===== src/rtl/imem_loader_pkg.sv =====
// ============================================================================
// Module   : imem_loader_pkg
// Purpose  : Shared types and constants for the instruction-memory loader.
// Revision : 1.0
// ============================================================================
`default_nettype none

package imem_loader_pkg;

  localparam int INSTR_W = 32;
  localparam int BYTE_W  = 8;

  typedef enum logic [1:0] {
    LOAD  = 2'd0,
    FLUSH = 2'd1,
    DONE  = 2'd2,
    ERR   = 2'd3
  } state_t;

endpackage

`default_nettype wire


===== src/rtl/imem_loader_byte_packer.sv =====
// ============================================================================
// Module   : imem_loader_byte_packer
// Purpose  : Packs accepted bytes big-endian into 32-bit instruction words.
// Revision : 1.0
// ============================================================================
`default_nettype none

module imem_loader_byte_packer
  import imem_loader_pkg::*;
(
  input  logic               clk,
  input  logic               rst_n,
  input  logic               clear,
  input  logic               accept,
  input  logic [BYTE_W-1:0]  in_byte,
  output logic [1:0]         byte_idx,
  output logic [INSTR_W-1:0] word,
  output logic               word_ready
);

  // First three bytes of the word in arrival order; the fourth is taken
  // straight from the input so the word can be committed on its accept edge.
  logic [INSTR_W-BYTE_W-1:0] held_bytes;

  always_ff @(posedge clk) begin
    if (!rst_n) begin
      byte_idx   <= 2'd0;
      held_bytes <= '0;
    end else if (clear) begin
      byte_idx   <= 2'd0;
    end else if (accept) begin
      byte_idx   <= byte_idx + 2'd1;
      held_bytes <= {held_bytes[INSTR_W-2*BYTE_W-1:0], in_byte};
    end
  end

  assign word       = {held_bytes, in_byte};
  assign word_ready = accept && (byte_idx == 2'd3);

endmodule

`default_nettype wire


===== src/rtl/imem_loader.sv =====
// ============================================================================
// Module   : imem_loader
// Purpose  : Boot-time byte-stream loader for the MIPS instruction memory.
// Revision : 1.0
// ============================================================================
`default_nettype none

module imem_loader
  import imem_loader_pkg::*;
#(
  parameter int DEPTH_WORDS = 128,
  parameter int ADDR_W      = 7
) (
  input  logic               clk,
  input  logic               rst_n,
  input  logic               start,
  input  logic [BYTE_W-1:0]  in_byte,
  input  logic               in_valid,
  input  logic               in_last,
  output logic               in_ready,
  output logic               imem_we,
  output logic [ADDR_W-1:0]  imem_addr,
  output logic [INSTR_W-1:0] imem_wdata,
  output logic               pipe_run,
  output logic [ADDR_W:0]    word_count,
  output logic               load_err
);

  localparam logic [ADDR_W:0] DEPTH_LAST = (ADDR_W+1)'(DEPTH_WORDS - 1);

  state_t             state;
  state_t             state_next;
  logic               accept;
  logic [1:0]         byte_idx;
  logic [INSTR_W-1:0] word;
  logic               word_ready;

  assign in_ready = (state == LOAD) && !start;
  assign accept   = in_valid && in_ready;
  assign load_err = (state == ERR);

  imem_loader_byte_packer u_packer (
    .clk        (clk),
    .rst_n      (rst_n),
    .clear      (start),
    .accept     (accept),
    .in_byte    (in_byte),
    .byte_idx   (byte_idx),
    .word       (word),
    .word_ready (word_ready)
  );

  always_comb begin
    state_next = state;
    case (state)
      LOAD: begin
        if (word_ready) begin
          if (in_last)
            state_next = FLUSH;
          else if (word_count == DEPTH_LAST)
            state_next = ERR;
        end else if (accept && in_last) begin
          // Last byte arrived mid-word: the partial word is never written.
          state_next = ERR;
        end
      end
      FLUSH:   state_next = DONE;
      DONE:    state_next = DONE;
      ERR:     state_next = ERR;
      default: state_next = LOAD;
    endcase
    if (start)
      state_next = LOAD;
  end

  always_ff @(posedge clk) begin
    if (!rst_n) begin
      state      <= LOAD;
      imem_we    <= 1'b0;
      imem_addr  <= '0;
      imem_wdata <= '0;
      word_count <= '0;
      pipe_run   <= 1'b0;
    end else begin
      state   <= state_next;
      imem_we <= word_ready;
      if (word_ready) begin
        imem_addr  <= word_count[ADDR_W-1:0];
        imem_wdata <= word;
        word_count <= word_count + (ADDR_W+1)'(1);
      end
      if (start)
        word_count <= '0;
      // Registered from DONE so fetch never overlaps the final write cycle.
      pipe_run <= (state == DONE) && !start;
    end
  end

endmodule

`default_nettype wire


===== config.mk =====
export PLATFORM = sky130hd
export DESIGN_NAME = imem_loader
export DESIGN_NICKNAME = d
export VERILOG_FILES = /design/src/rtl/imem_loader_pkg.sv /design/src/rtl/imem_loader_byte_packer.sv /design/src/rtl/imem_loader.sv
export SDC_FILE = /design/constraint.sdc
export NUM_CORES = 1
export LEC_CHECK = 0
export BUFFER_PORTS_ARGS = -buffer_cell sky130_fd_sc_hd__clkbuf_2
export CAP_MARGIN = 20
export CORE_ASPECT_RATIO = 0.5
export CORE_MARGIN = 2
export CORE_UTILIZATION = 45
export DETAILED_ROUTE_END_ITERATION = 10
export HOLD_SLACK_MARGIN = 0.05
export PLACE_DENSITY = 0.71
export SLEW_MARGIN = 5
export SYNTH_ARGS = -nofsm -noshare
export SYNTH_HDL_FRONTEND = slang
export SYNTH_SLANG_ARGS = --single-unit

===== constraint.sdc =====
create_clock -name clk -period 1.65 [get_ports clk]
set_input_delay 0.33 -clock clk [delete_from_list [all_inputs] [get_ports clk]]
set_output_delay 0.33 -clock clk [all_outputs]
set_load 0.02 [all_outputs]

Word level (Yosys, flattened, before mapping)
Index checks and enable logic that the tools add are counted.
W data, S select, Z words.
{ "classes": {"add_sub_neg": 2, "n_eq_ne": 7, "muxes": 5, "bitwise": 2, "n_reduce_logical": 11} }
{ "op_table": {"columns": ["operator", "count"], "rows": [
  ["$add A8 B1 Y8 const B", 1],
  ["$eq A8 B7 Y1 const B", 1],
  ["$mux W2", 4],
  ["$eq A2 B2 Y1 const B", 3],
  ["$pmux W2 S3", 1],
  ["$logic_and A1 B1 Y1", 5],
  ["$ne A4 B3 Y1 const B", 1],
  ["$reduce_and A2 Y1", 2],
  ["$reduce_or A2 Y1", 2],
  ["$ne A3 B2 Y1 const B", 1],
  ["$add A2 B1 Y2 const B", 1],
  ["$eq A2 B1 Y1 const B", 1],
  ["$logic_not A2 Y1", 1],
  ["$not A1 Y1", 2],
  ["$logic_not A1 Y1", 1]
]} }
{ "word_totals": {"register_bits": 77, "input_bits": 13, "output_inout_bits": 51, "elab_cells": 35} }

Depth between registers and ports, before layout
Gate-level depths: netlist of the first run.
{ "depth": {"depth_word": 7, "mapped_depth": 8, "depth_no_buf": 6} }

By module
Synthesis of the first run repeated with hierarchy kept, for this count alone.
{ "hier_totals": {"cells_unflattened": 290, "area_unflattened_um2": 3100.5} }
{ "modules_own_cells": {"columns": ["mod", "instances", "cells_per_inst", "area_each_um2", "seq_area_each_um2"], "rows": [
  ["imem_loader", 1, 185, 2023.2, 1021.0],
  ["imem_loader_byte_packer", 1, 105, 1077.3, 520.5]
]} }

Worst setup path before layout of the first run
No wires, ideal clock.
{ "synth_path": {"kind": "register -> register", "from": "reg word_count[0]", "to": "reg state[0]", "setup_ps": 66, "t_arrival_ps": 1673, "t_required_ps": 1584, "slack_ps": -89, "path_stages_with_launch": 6, "n_path_buf": 0, "synth_period_minus_slack_ps": 1739, "cell_sequence": "dfxtp_1 > ha_1 > nand4_1 > or4_1 > a41o_1 > a21oi_2"} }
{ "synth_between": {"elab_chain_len": 3} }
{ "synth_rtl": {"columns": ["item", "line_no", "text"], "rows": [
  ["start: declaration", "imem_loader.sv:25", "output logic [ADDR_W:0] word_count,"],
  ["start signal: assignment", "imem_loader.sv:90", "word_count <= word_count + (ADDR_W+1)'(1);"],
  ["$eq A8 B7 Y1", "imem_loader.sv:60", "else if (word_count == DEPTH_LAST)"],
  ["$ne A4 B3 Y1 (no source line)", null, null],
  ["$reduce_and A2 Y1 (no source line)", null, null],
  ["end signal: assignment", "imem_loader.sv:85", "state <= state_next;"],
  ["end: declaration", "imem_loader.sv:31", "state_t state;"]
]} }
No other way between the ends.
A chain may end at the register's enable or synchronous reset.

Final worst setup path of the first run
{ "layout_path": {"from": "reg state[0]", "to": "out in_ready"} }
{ "layout_between": {"elab_chain_len": 2} }
{ "layout_rtl": {"columns": ["item", "line_no", "text"], "rows": [
  ["$logic_not A2 Y1", "imem_loader.sv:38", "assign in_ready = (state == LOAD) && !start;"],
  ["$logic_and A1 B1 Y1", "imem_loader.sv:38", null],
  ["end: declaration", "imem_loader.sv:20", "output logic in_ready,"]
]} }
No other way between the ends.

==> results of run 1 <==
stage by stage:
| step | instance area (µm²) | worst slack [ns] | setup TNS (ns) | power [mW] | std cells |
|---|---|---|---|---|---|
| final | 3810 | 0.0266 | 0 | 3.98 | 512 |
| after global placement | 3450 | 0.0635 | 0 | 2.09 | 492 |
| after CTS | 3790 | 0.00698 | 0 | 4.02 | 511 |
| after floorplan | 2990 | 0.0315 | 0 | 2.04 | 348 |
| after global routing | 3810 | -0.0255 | -0.0385 | 4.14 | 512 |
| after detailed placement | 3450 | 0.0460 | 0 | 2.10 | 492 |
registers in the layout, indices dropped and copies added, names as in the netlist:
name / count
imem_we: 1
pipe_run: 1
imem_wdata: 32
word_count: 8
u_packer.byte_idx: 2
u_packer.held_bytes: 24
state: 2
imem_addr: 7
critical path: stages, from the launching register on:
cell and delay (ns):
dfxtp_2 0.33, inv_2 0.05, ha_4 0.17, buf_4 0.14, nor2b_2 0.15, buf_6 0.12
worst min path at each step:
stage,end,slack (ns),cells past startpoint
floorplan,u_packer.byte_idx[1]$_SDFFE_PP0N_,0.44,2
global placement,u_packer.byte_idx[1]$_SDFFE_PP0N_,0.45,2
detailed placement,imem_wdata[17]$_SDFFE_PN0P_,0.46,2
CTS,imem_wdata[3]$_SDFFE_PN0P_,0.23,3
global route,u_packer.held_bytes[7]$_SDFFE_PN0P_,0.24,3
finish,u_packer.held_bytes[3]$_SDFFE_PN0P_,0.24,3
logic make-up (layout without fill, tap and decap cells):
group / count (synthesis) / in the layout / share of synthesized area, %
xor gates and xnor gates: 8 / 8 / 2.35
AOI/OAI and AO/OA: 69 / 69 / 17.3
and+or+nand+nor: 161 / 161 / 22.4
buffers and inverters: 28 / 104 / 4.19
DFF: 77 / 77 / 51.6
adders and majority gates: 5 / 5 / 2.09
metal layers:
| metal | vias up | part of all wire [%] | GRT usage [%] |
|---|---|---|---|
| li1 | 1272 | - | - |
| met1 | 1151 | 49 | 22.3 |
| met2 | 37 | 46 | 31.9 |
| met3 | 5 | 4.1 | 9.44 |
| met4 | 0 | 0.72 | 5.44 |
| met5 | - | 0 | 0 |
power breakdown:
part           total [mW]  leakage, nW  internal (mW)  switching [mW]
sequential           1.89        0.623           1.88          0.0140
combinational       0.186        0.714         0.0884          0.0974
clock                1.90        0.138           1.17           0.733
total                3.98         1.48           3.13           0.845
cell type report:
| cell class | count | area [µm²] |
|---|---|---|
| flip-flops and latches | 77 | 1550 |
| fillers | 548 | 2420 |
| multi-input cells | 243 | 1340 |
| well taps | 88 | 110 |
| inverters | 5 | 18.8 |
| repair buffers | 83 | 500 |
| clock inverters | 6 | 63.8 |
| clock buffers | 10 | 229 |
repair_timing:
item / CTS / global route
gates resized for setup: 6 / 7
setup endpoints to repair: 1 / 16
endpoints found under the hold margin: 0 / 0
pin swaps: 1 / 1
hold buffers: 0 / 0
buffers inserted: 3 / 1
cell usage in the layout (no fill, tap or decap), types with 2 or more instances in the layout:
cell type and count:
clkinvlp_4 2, a21boi_0 63, a21oi_1 2, nand2_1 135
nor3_1 2, buf_6 2, xor2_1 3, inv_2 2
dfxtp_1 73, clkinv_2 2, buf_12 2, inv_1 3
and2_1 2, nor2_1 9, nand4_1 3, buf_4 17
dfxtp_2 4, clkbuf_16 9, nand3_1 2, xnor2_1 5
clkbuf_2 62, ha_1 4
==> impl_results.md, run 1 <==
- Critical R2R Launch: word_count[0]$_SDFFE_PP0P_
- RR Endpoint: state[0]$_SDFFE_PP0P_
- Die height: 61.6 µm
- Ys async rst share: 0%
- H-tree lvl count: 3
- Worst Path Arrival: 1.29 ns
- Post-synth cell types: 28
- Static Leak: 1.48 nW
- Pwr Density: 1040 nW/µm²
- Max Buffers Root-to-Sink: 2
- Ys flop type: dfxtp_1
- Peak VDD IR: 0.671 mV
- # DRC: 0
- Final setup viols: 0
- #FFs+latches synth: 77
- Ant. Diodes: 0
- Leading post-synthesis cells by instance count: 135 x nand2_1, 77 x dfxtp_1, 63 x a21boi_0
- CP required: 1.32 ns
- Synthesis Warnings: 0
- Initial antenna violation count: 0
- Tcrit/Tclk final: 98.4%
- Via density: 4.81
- Reg2Reg Setup Slack: 0.06 ns
- Crit path time final: 1.62 ns
- Vias: 2,465
- Critical Path Source Type: register
- Final core occ: 61.1%
- CP max FO: 4
- Maxcap violations: 0
- Yosys top cell area share: 51.6%
- Setup crit start: state[0]$_SDFFE_PP0P_
- Clock Pin Slew Worst Setup and Hold Paths: 0.06 ns
- Final setup skew: 0.00638 ns
- Via count of the first global-routing pass: 2,276
- First-pass DRT Iterations: 4
- Die Footprint: 7340 µm²
- Placer Congestion: 0.866
- Later-pin clock latency in the skew report: 0.33 ns
- Core area: 6230 µm²
- Leading area contributor after synthesis: dfxtp_1
- Clk sinks: 77
- Synthesized Nets: 366
- Min Hold Slack: 0.240 ns
- Critical Path Sink: in_ready
- Initial core utilization: 47.9%
- Path depth of the worst reg2reg path: 5
- Fmax: 616 MHz
- Post-synthesis cell count: 348
- Drt total wl: 6.39 mm
- Status: finished, final reports clean
- Die width: 119 µm
- Grt ovf: 0
- Final ANT Viol Nets: 0
- Clock Tree Root: clkbuf_16
- First-pass GRT wire length: 10.5 mm
- Sequential fraction of the synthesis area: 51.6%
- Io pins: 64
- Final hold vios: 0
- Worst min path class: input pin to register
- Post-DP HPWL: 4.26 mm
- RSZ-0062 raised after global routing: yes
- Crit Path Category: register to output pin
- Count leader, synth: nand2_1
- Slew headroom: 66.5%
- Num CTS Buffers: 9
- Layout cells sized above 1: 26.7%
- Actual slew at the worst max-slew pin: 0.503 ns
- Synthesized area: 2990 µm²
- Nets: 437
- Largest net degree at the start of global routing: 65
- Hold wc startpoint: in_byte[3]
- # rows: 20
- Post-Syn Area per Cell: 8.58 µm²
- Count of pins over their slew limit: 0
- Area Overhead vs Synth: 27.5%
- GRT Util Overall: 19.0%
- WL/cell: 12.5 µm
- Post-synth EDFFs: 0
- CTS tree: yes
- DRT iter0 DRCs: 110
- Largest cells by area after synthesis: dfxtp_1 52%, nand2_1 17%, a21boi_0 16%
- Port-buffer cells: 63
- Crit. End Element: output pin
No activity file was read; power rests on OpenSTA's default activity.
==> run 2: changes to the inputs <==
--- a/config.mk
+++ b/config.mk
@@ -5,7 +5,7 @@
 export SDC_FILE = /design/constraint.sdc
 export NUM_CORES = 1
 export LEC_CHECK = 0
-export BUFFER_PORTS_ARGS = -buffer_cell sky130_fd_sc_hd__clkbuf_2
+export BUFFER_PORTS_ARGS = -buffer_cell sky130_fd_sc_hd__buf_2
 export CAP_MARGIN = 20
 export CORE_ASPECT_RATIO = 0.5
 export CORE_MARGIN = 2
==> run 2 against run 1 <==
Against the previous run:
- clock-buffer cell count grew 1
- total power grew 2.9%
- combinational power shrank 3%
- clock skew grew 0.0026 ns
==> impl_results.md, run 2 (synthesis results as in run 1) <==
- Nets: 434 (-0.69%)
- Worst min path class: input pin to register
- # rows: 20 (unchanged)
- Placer Congestion: 0.877 (+1.3%)
- Reg2Reg Setup Slack: 0.07 ns (about the same)
- Die width: 119 µm (unchanged)
- DRT iter0 DRCs: 135 (+23%)
- Port-buffer cells: 63 (unchanged)
- Via density: 4.86 (+0.88%)
- # DRC: 0 (unchanged)
- Final ANT Viol Nets: 0 (unchanged)
- Num CTS Buffers: 9 (unchanged)
- Ant. Diodes: 0 (unchanged)
- Static Leak: 1.53 nW (+3.7%)
- Drt total wl: 6.39 mm (about the same)
- Seq pwr share: 46.2% (-1.4 points)
- Clock power share: 49.4% (+1.7 points)
- RSZ-0062 raised after global routing: no
- P_int: 3.23 mW (+3.1%)
- Actual slew at the worst max-slew pin: 0.504 ns (+0.00177 ns)
- Initial antenna violation count: 0 (unchanged)
- Tcrit/Tclk final: 97.2% (-1.2 points)
- CP bufs+invs: 3 (unchanged)
- Pwr Density: 1070 nW/µm² (+2.1%)
- Core area: 6230 µm² (unchanged)
- Vias: 2,472 (+0.28%)
- Area Overhead vs Synth: 28.4%
- Crit-path max cell delay: 0.33 ns (about the same)
- CP delay by family, top: buffers and inverters
- First-pass DRT Iterations: 4 (unchanged)
- CP required: 1.32 ns (about the same)
- CP max FO: 6 (+2)
- Reg with most FFs: imem_wdata
- Max stage delay cell, worst path: dfxtp_2
- Io pins: 64 (unchanged)
- Commonest cells after routing, fill and taps aside: 135 x nand2_1, 73 x dfxtp_1, 63 x a21boi_0
- Switching Fraction: 21.1% (-0.16 points)
- Largest register FFs: 32 (unchanged)
- Status: finished, final reports clean
- Die height: 61.6 µm (unchanged)
- Clock Tree Root: clkbuf_16
- WL/cell: 12.6 µm (+0.67%)
- Initial core utilization: 47.9% (unchanged)
- First-pass GRT wire length: 10.8 mm (+2.8%)
- Critical path, cell by cell: inv_2, ha_4, buf_6, nor2b_4, buf_4
- Critical Path Source Type: register
- Setup TNS: 0 ns (unchanged)
- Final core occ: 61.6% (+0.44 points)
- Final hold vios: 0 (unchanged)
- Final setup skew: 0.00895 ns (+0.00257 ns)
- Final setup viols: 0 (unchanged)
- Largest net degree at the start of global routing: 65 (unchanged)
- Biggest regs: imem_wdata (32), u_packer.held_bytes (24), word_count (8)
- Peak VDD IR: 0.620 mV (-7.6%)
- Worst Path Arrival: 1.27 ns (-0.02 ns)
- Clk sinks: 77 (unchanged)
- Fmax: 624 MHz (+1.2%)
- Maxcap violations: 0 (unchanged)
- Grt ovf: 0 (unchanged)
- Crit path time final: 1.60 ns (-0.0197 ns)
- Logic pwr share: 4.4% (-0.3 points)
- H-tree lvl count: 3 (unchanged)
- Switching power: 0.862 mW (+2.1%)
- GRT Util Overall: 19.1% (+0.037 points)
- Die Footprint: 7340 µm² (unchanged)
- Post-DP HPWL: 4.39 mm (+2.9%)
- Clock Pin Slew Worst Setup and Hold Paths: 0.06 ns (about the same)
- Crit. End Element: output pin
- Later-pin clock latency in the skew report: 0.33 ns (about the same)
- Slew headroom: 66.4% (-0.12 points)
- Count of pins over their slew limit: 0 (unchanged)
- Layout cells sized above 1: 26.4% (-0.29 points)
- Crit Path Category: register to output pin
- Max Buffers Root-to-Sink: 2 (unchanged)
- Most common cell after layout, fill and taps aside: nand2_1
- CTS tree: yes
- Min Hold Slack: 0.265 ns (+0.0250 ns)
- Via count of the first global-routing pass: 2,359 (+3.6%)
==> run 2: changes by cell type in the layout (fill, tap and decap cells not counted), moves of 2 or more <==
cell        change
clkinv_2        -2
inv_6           +2
clkbuf_8        +2
clkinvlp_4      -2
buf_4           -3
clkbuf_2       -62
buf_2          +62
==> run 2: path summary, 6_finish.rpt <==
kind         cells past startpoint                              start                                  end
max                              5              state[0]$_SDFFE_PP0P_                             in_ready
min                              3                         in_byte[6]  u_packer.held_bytes[6]$_SDFFE_PN0P_
max reg2reg                      5  u_packer.byte_idx[0]$_SDFFE_PP0N_                state[0]$_SDFFE_PP0P_
min reg2reg                      2          imem_addr[5]$_SDFFE_PN0P_            imem_addr[5]$_SDFFE_PN0P_
==> run 2: worst register-to-register path, stage by stage, from the launching register on <==
cell	delay (ns)
dfxtp_1	0.34
ha_1	0.23
inv_1	0.06
or4_4	0.52
a41o_1	0.27
a21oi_2	0.10
==> run 2: metal layers <==
layer  track usage (%)  wire (µm)  vias to the layer above
li1                  -          -                     1269
met5                 0          0                        -
met4              6.29         57                        0
met3              6.39        273                        6
met2              33.6       3050                       41
met1              22.8       3020                     1156
==> run 2: stage by stage <==
| step | power (mW) | std cells | worst slack, ns | area (µm²) |
|---|---|---|---|---|
| after floorplan | 2.04 | 348 | 0.0315 | 2990 |
| after global placement | 2.09 | 492 | 0.128 | 3470 |
| after detailed placement | 2.09 | 492 | 0.0251 | 3470 |
| after CTS | 4.13 | 509 | 0.00473 | 3810 |
| after global routing | 4.26 | 509 | 0.00493 | 3840 |
| final | 4.09 | 509 | 0.0462 | 3840 |
==> run 2: final cells by class <==
class / instances / area, µm²
flip-flops and latches: 77 / 1550
multi-input cells: 243 / 1360
fillers: 545 / 2390
inverters: 5 / 18.8
repair buffers: 80 / 487
clock inverters: 5 / 65.1
well taps: 88 / 110
clock buffers: 11 / 253
==> run 2: repair_timing <==
item	in CTS	in global routing
pin swaps	1	1
setup endpoints to repair	1	2
gates resized for setup	7	5
hold buffers	0	0
setup buffers	1	0
==> run 2: power by group through the flow <==
stage               Combinational, mW  Sequential (mW)  Clock [mW]
floorplan                       0.107             1.93           0
CTS                             0.174             1.89        2.06
detailed placement              0.162             1.93           0
finish                          0.180             1.89        2.02
global route                    0.198             1.89        2.16
global placement                0.159             1.93           0
==> run 3: changes to the inputs <==
--- a/config.mk
+++ b/config.mk
@@ -5,14 +5,13 @@
 export SDC_FILE = /design/constraint.sdc
 export NUM_CORES = 1
 export LEC_CHECK = 0
-export BUFFER_PORTS_ARGS = -buffer_cell sky130_fd_sc_hd__buf_2
-export CAP_MARGIN = 20
+export CAP_MARGIN = 10
 export CORE_ASPECT_RATIO = 0.5
 export CORE_MARGIN = 2
 export CORE_UTILIZATION = 45
 export DETAILED_ROUTE_END_ITERATION = 10
+export DONT_BUFFER_PORTS = 1
 export HOLD_SLACK_MARGIN = 0.05
-export PLACE_DENSITY = 0.71
 export SLEW_MARGIN = 5
 export SYNTH_ARGS = -nofsm -noshare
 export SYNTH_HDL_FRONTEND = slang
==> run 3 against run 2 <==
Against the previous run:
- cell area shrank 8.2%
- critical path type is now register to register
- global-route usage shrank 0.33 points
- utilization shrank 5.0 points
- first-iteration DRC count grew 12%
- cell count shrank 13%
- hold slack lost 0.12 ns
- maximum frequency grew 2.5%
- clock skew shrank 0.0039 ns
==> impl_results.md, run 3 (synthesis results as in run 1) <==
- Worst min path class: input pin to register
- Switching power: 0.793 mW (-8.0%)
- Dpl ws: 0.0482 ns (+0.0231 ns)
- WL/cell: 14.1 µm (+12%)
- Number of fill cells: 561 (+2.9%)
- Status: finished, final reports clean
- Max stage delay cell, worst path: or4_4
- Final hold vios: 0 (unchanged)
- Worst Path Arrival: 1.83 ns (+0.56 ns)
- Io pins: 64 (unchanged)
- Tcrit/Tclk final: 94.8% (-2.4 points)
- Ant. Diodes: 0 (unchanged)
- Path depth of the worst reg2reg path: 5 (unchanged)
- Peak VDD IR: 0.637 mV (+2.7%)
- Nets: 370 (-15%)
- Die Footprint: 7340 µm² (unchanged)
- Port-buffer cells: 0 (-100%)
- Die width: 119 µm (unchanged)
- Crit. path cell count: 5 (unchanged)
- First-pass DRT Iterations: 4 (unchanged)
- Most common cell after layout, fill and taps aside: nand2_1
- P_int: 3.35 mW (+3.6%)
- Min Hold Slack: 0.147 ns (-0.119 ns)
- Critical path, cell by cell: ha_2, nand4_1, or4_4, a41o_1, a21oi_2
- CTS tree: yes
- Num CTS Buffers: 9 (unchanged)
- Clk sinks: 77 (unchanged)
- RSZ-0062 raised after global routing: no
- Clock Tree Root: clkbuf_16
- Grt ovf: 0 (unchanged)
- Layout cells sized above 1: 12.6% (-14 points)
- Pwr Density: 1180 nW/µm² (+10%)
- Biggest regs: imem_wdata (32), u_packer.held_bytes (24), word_count (8)
- Static Leak: 1.19 nW (-22%)
- Largest net degree at the start of global routing: 66 (+1.5%)
- Final ANT Viol Nets: 0 (unchanged)
- Seq pwr share: 45.7% (-0.5 points)
- Reg area: 1540 µm² (-0.16%)
- Final setup viols: 0 (unchanged)
- WHS Path Cells: 2 (-1)
- Die height: 61.6 µm (unchanged)
- CP required: 1.92 ns (+0.60 ns)
- Crit-path max cell delay: 0.51 ns (+0.18 ns)
- Logic pwr share: 3.2% (-1.2 points)
- Maxcap violations: 0 (unchanged)
- Later-pin clock latency in the skew report: 0.33 ns (about the same)
- # rows: 20 (unchanged)
- Initial core utilization: 47.9% (unchanged)
- Worst setup margin: 0.0860 ns (+0.0398 ns)
- Initial antenna violation count: 0 (unchanged)
- CP delay by family, top: simple AND/OR/NAND/NOR gates
- Critical Path Source Type: register
- Slew headroom: 81.3% (+15 points)
- H-tree lvl count: 3 (unchanged)
- Largest register FFs: 32 (unchanged)
- Commonest cells after routing, fill and taps aside: 135 x nand2_1, 75 x dfxtp_1, 63 x a21boi_0
- DRT iter0 DRCs: 151 (+12%)
- First-pass GRT wire length: 10.5 mm (-2.9%)
- Post-layout total power: 4.14 mW (+1.1%)
- CP max FO: 3 (-3)
- Count of pins over their slew limit: 0 (unchanged)
- Clock power share: 51.0% (+1.6 points)
- Via count of the first global-routing pass: 2,159 (-8.5%)
- Switching Fraction: 19.2% (-1.9 points)
- GRT Util Overall: 18.7% (-0.33 points)
- Actual slew at the worst max-slew pin: 0.278 ns (-0.226 ns)
- Placer Congestion: 0.772 (-12%)
- Reg with most FFs: imem_wdata
- Crit Path Category: register to register
- Crit. End Element: register
- Final setup skew: 0.00507 ns (-0.00388 ns)
- Area Overhead vs Synth: 17.9%
- CP bufs+invs: 0 (-3)
- Fmax: 639 MHz (+2.5%)
- Final core occ: 56.5% (-5.0 points)
- Post-DP HPWL: 4.18 mm (-4.6%)
- # DRC: 0 (unchanged)
- Max Buffers Root-to-Sink: 2 (unchanged)
- Vias: 2,195 (-11%)
- Via density: 4.93 (+1.6%)
- Clock Pin Slew Worst Setup and Hold Paths: 0.06 ns (about the same)
- Footprint of the multi-input gates: 1350 µm² (-0.28%)
- Core area: 6230 µm² (unchanged)
- Drt total wl: 6.28 mm (-1.8%)
- Setup TNS: 0 ns (unchanged)
- Crit path time final: 1.56 ns (-0.0398 ns)
-- run 3: cell types whose count changed in the layout (fill, tap and decap cells not counted), moves of 2 or more --
| cell | delta |
|---|---|
| buf_2 | -62 |
| buf_4 | -2 |
| clkinv_2 | +2 |
| clkinv_4 | -2 |
| dfxtp_1 | +2 |
| dfxtp_2 | -2 |
| ha_2 | +2 |
| inv_6 | -2 |
-- run 3: power groups by stage --
stage	combinational (mW)	clock [mW]	sequential (mW)
after floorplan	0.107	0	1.93
after global placement	0.121	0	1.93
after detailed placement	0.123	0	1.93
after CTS	0.133	2.17	1.89
after global routing	0.144	2.25	1.89
final	0.133	2.11	1.89
-- run 3: area by class of cell --
class	count	share of cell area (%)
multi-input combinational	243	38.4
inverter	5	0.533
clock inverter	4	1.99
sequential	77	43.8
clock buffer	12	7.28
timing repair buffer	16	4.83
tap	88	3.13
-- run 3: final timing paths --
path	startpoint	to	slack (ns)
setup reg to reg	word_count[0]$_SDFFE_PP0P_	state[0]$_SDFFE_PP0P_	0.09
setup / recovery	word_count[0]$_SDFFE_PP0P_	state[0]$_SDFFE_PP0P_	0.09
hold reg to reg	u_packer.held_bytes[19]$_SDFFE_PN0P_	imem_wdata[27]$_SDFFE_PN0P_	0.46
hold / removal	in_byte[5]	imem_wdata[5]$_SDFFE_PN0P_	0.15
-- run 3: stage by stage --
step / cells / instance area (µm²)
after global placement: 429 / 3160
after floorplan: 348 / 2990
final: 445 / 3520
after detailed placement: 429 / 3160
after CTS: 445 / 3510
after global routing: 445 / 3520
-- run 3: metal layers --
layer / GRT usage, % / share of wire [%]
met2: 30.0 / 42
met4: 7.31 / 0.37
met1: 22.4 / 50
met5: 0 / 0
met3: 8.98 / 7.7
-- run 3: repair_timing --
item                                    in CTS  in global routing
resized for setup                            4                  5
hold buffers                                 0                  0
setup buffers                                0                  0
pin swaps                                    1                  1
hold endpoints to repair                     0                  0
endpoints found under the setup margin       1                 14
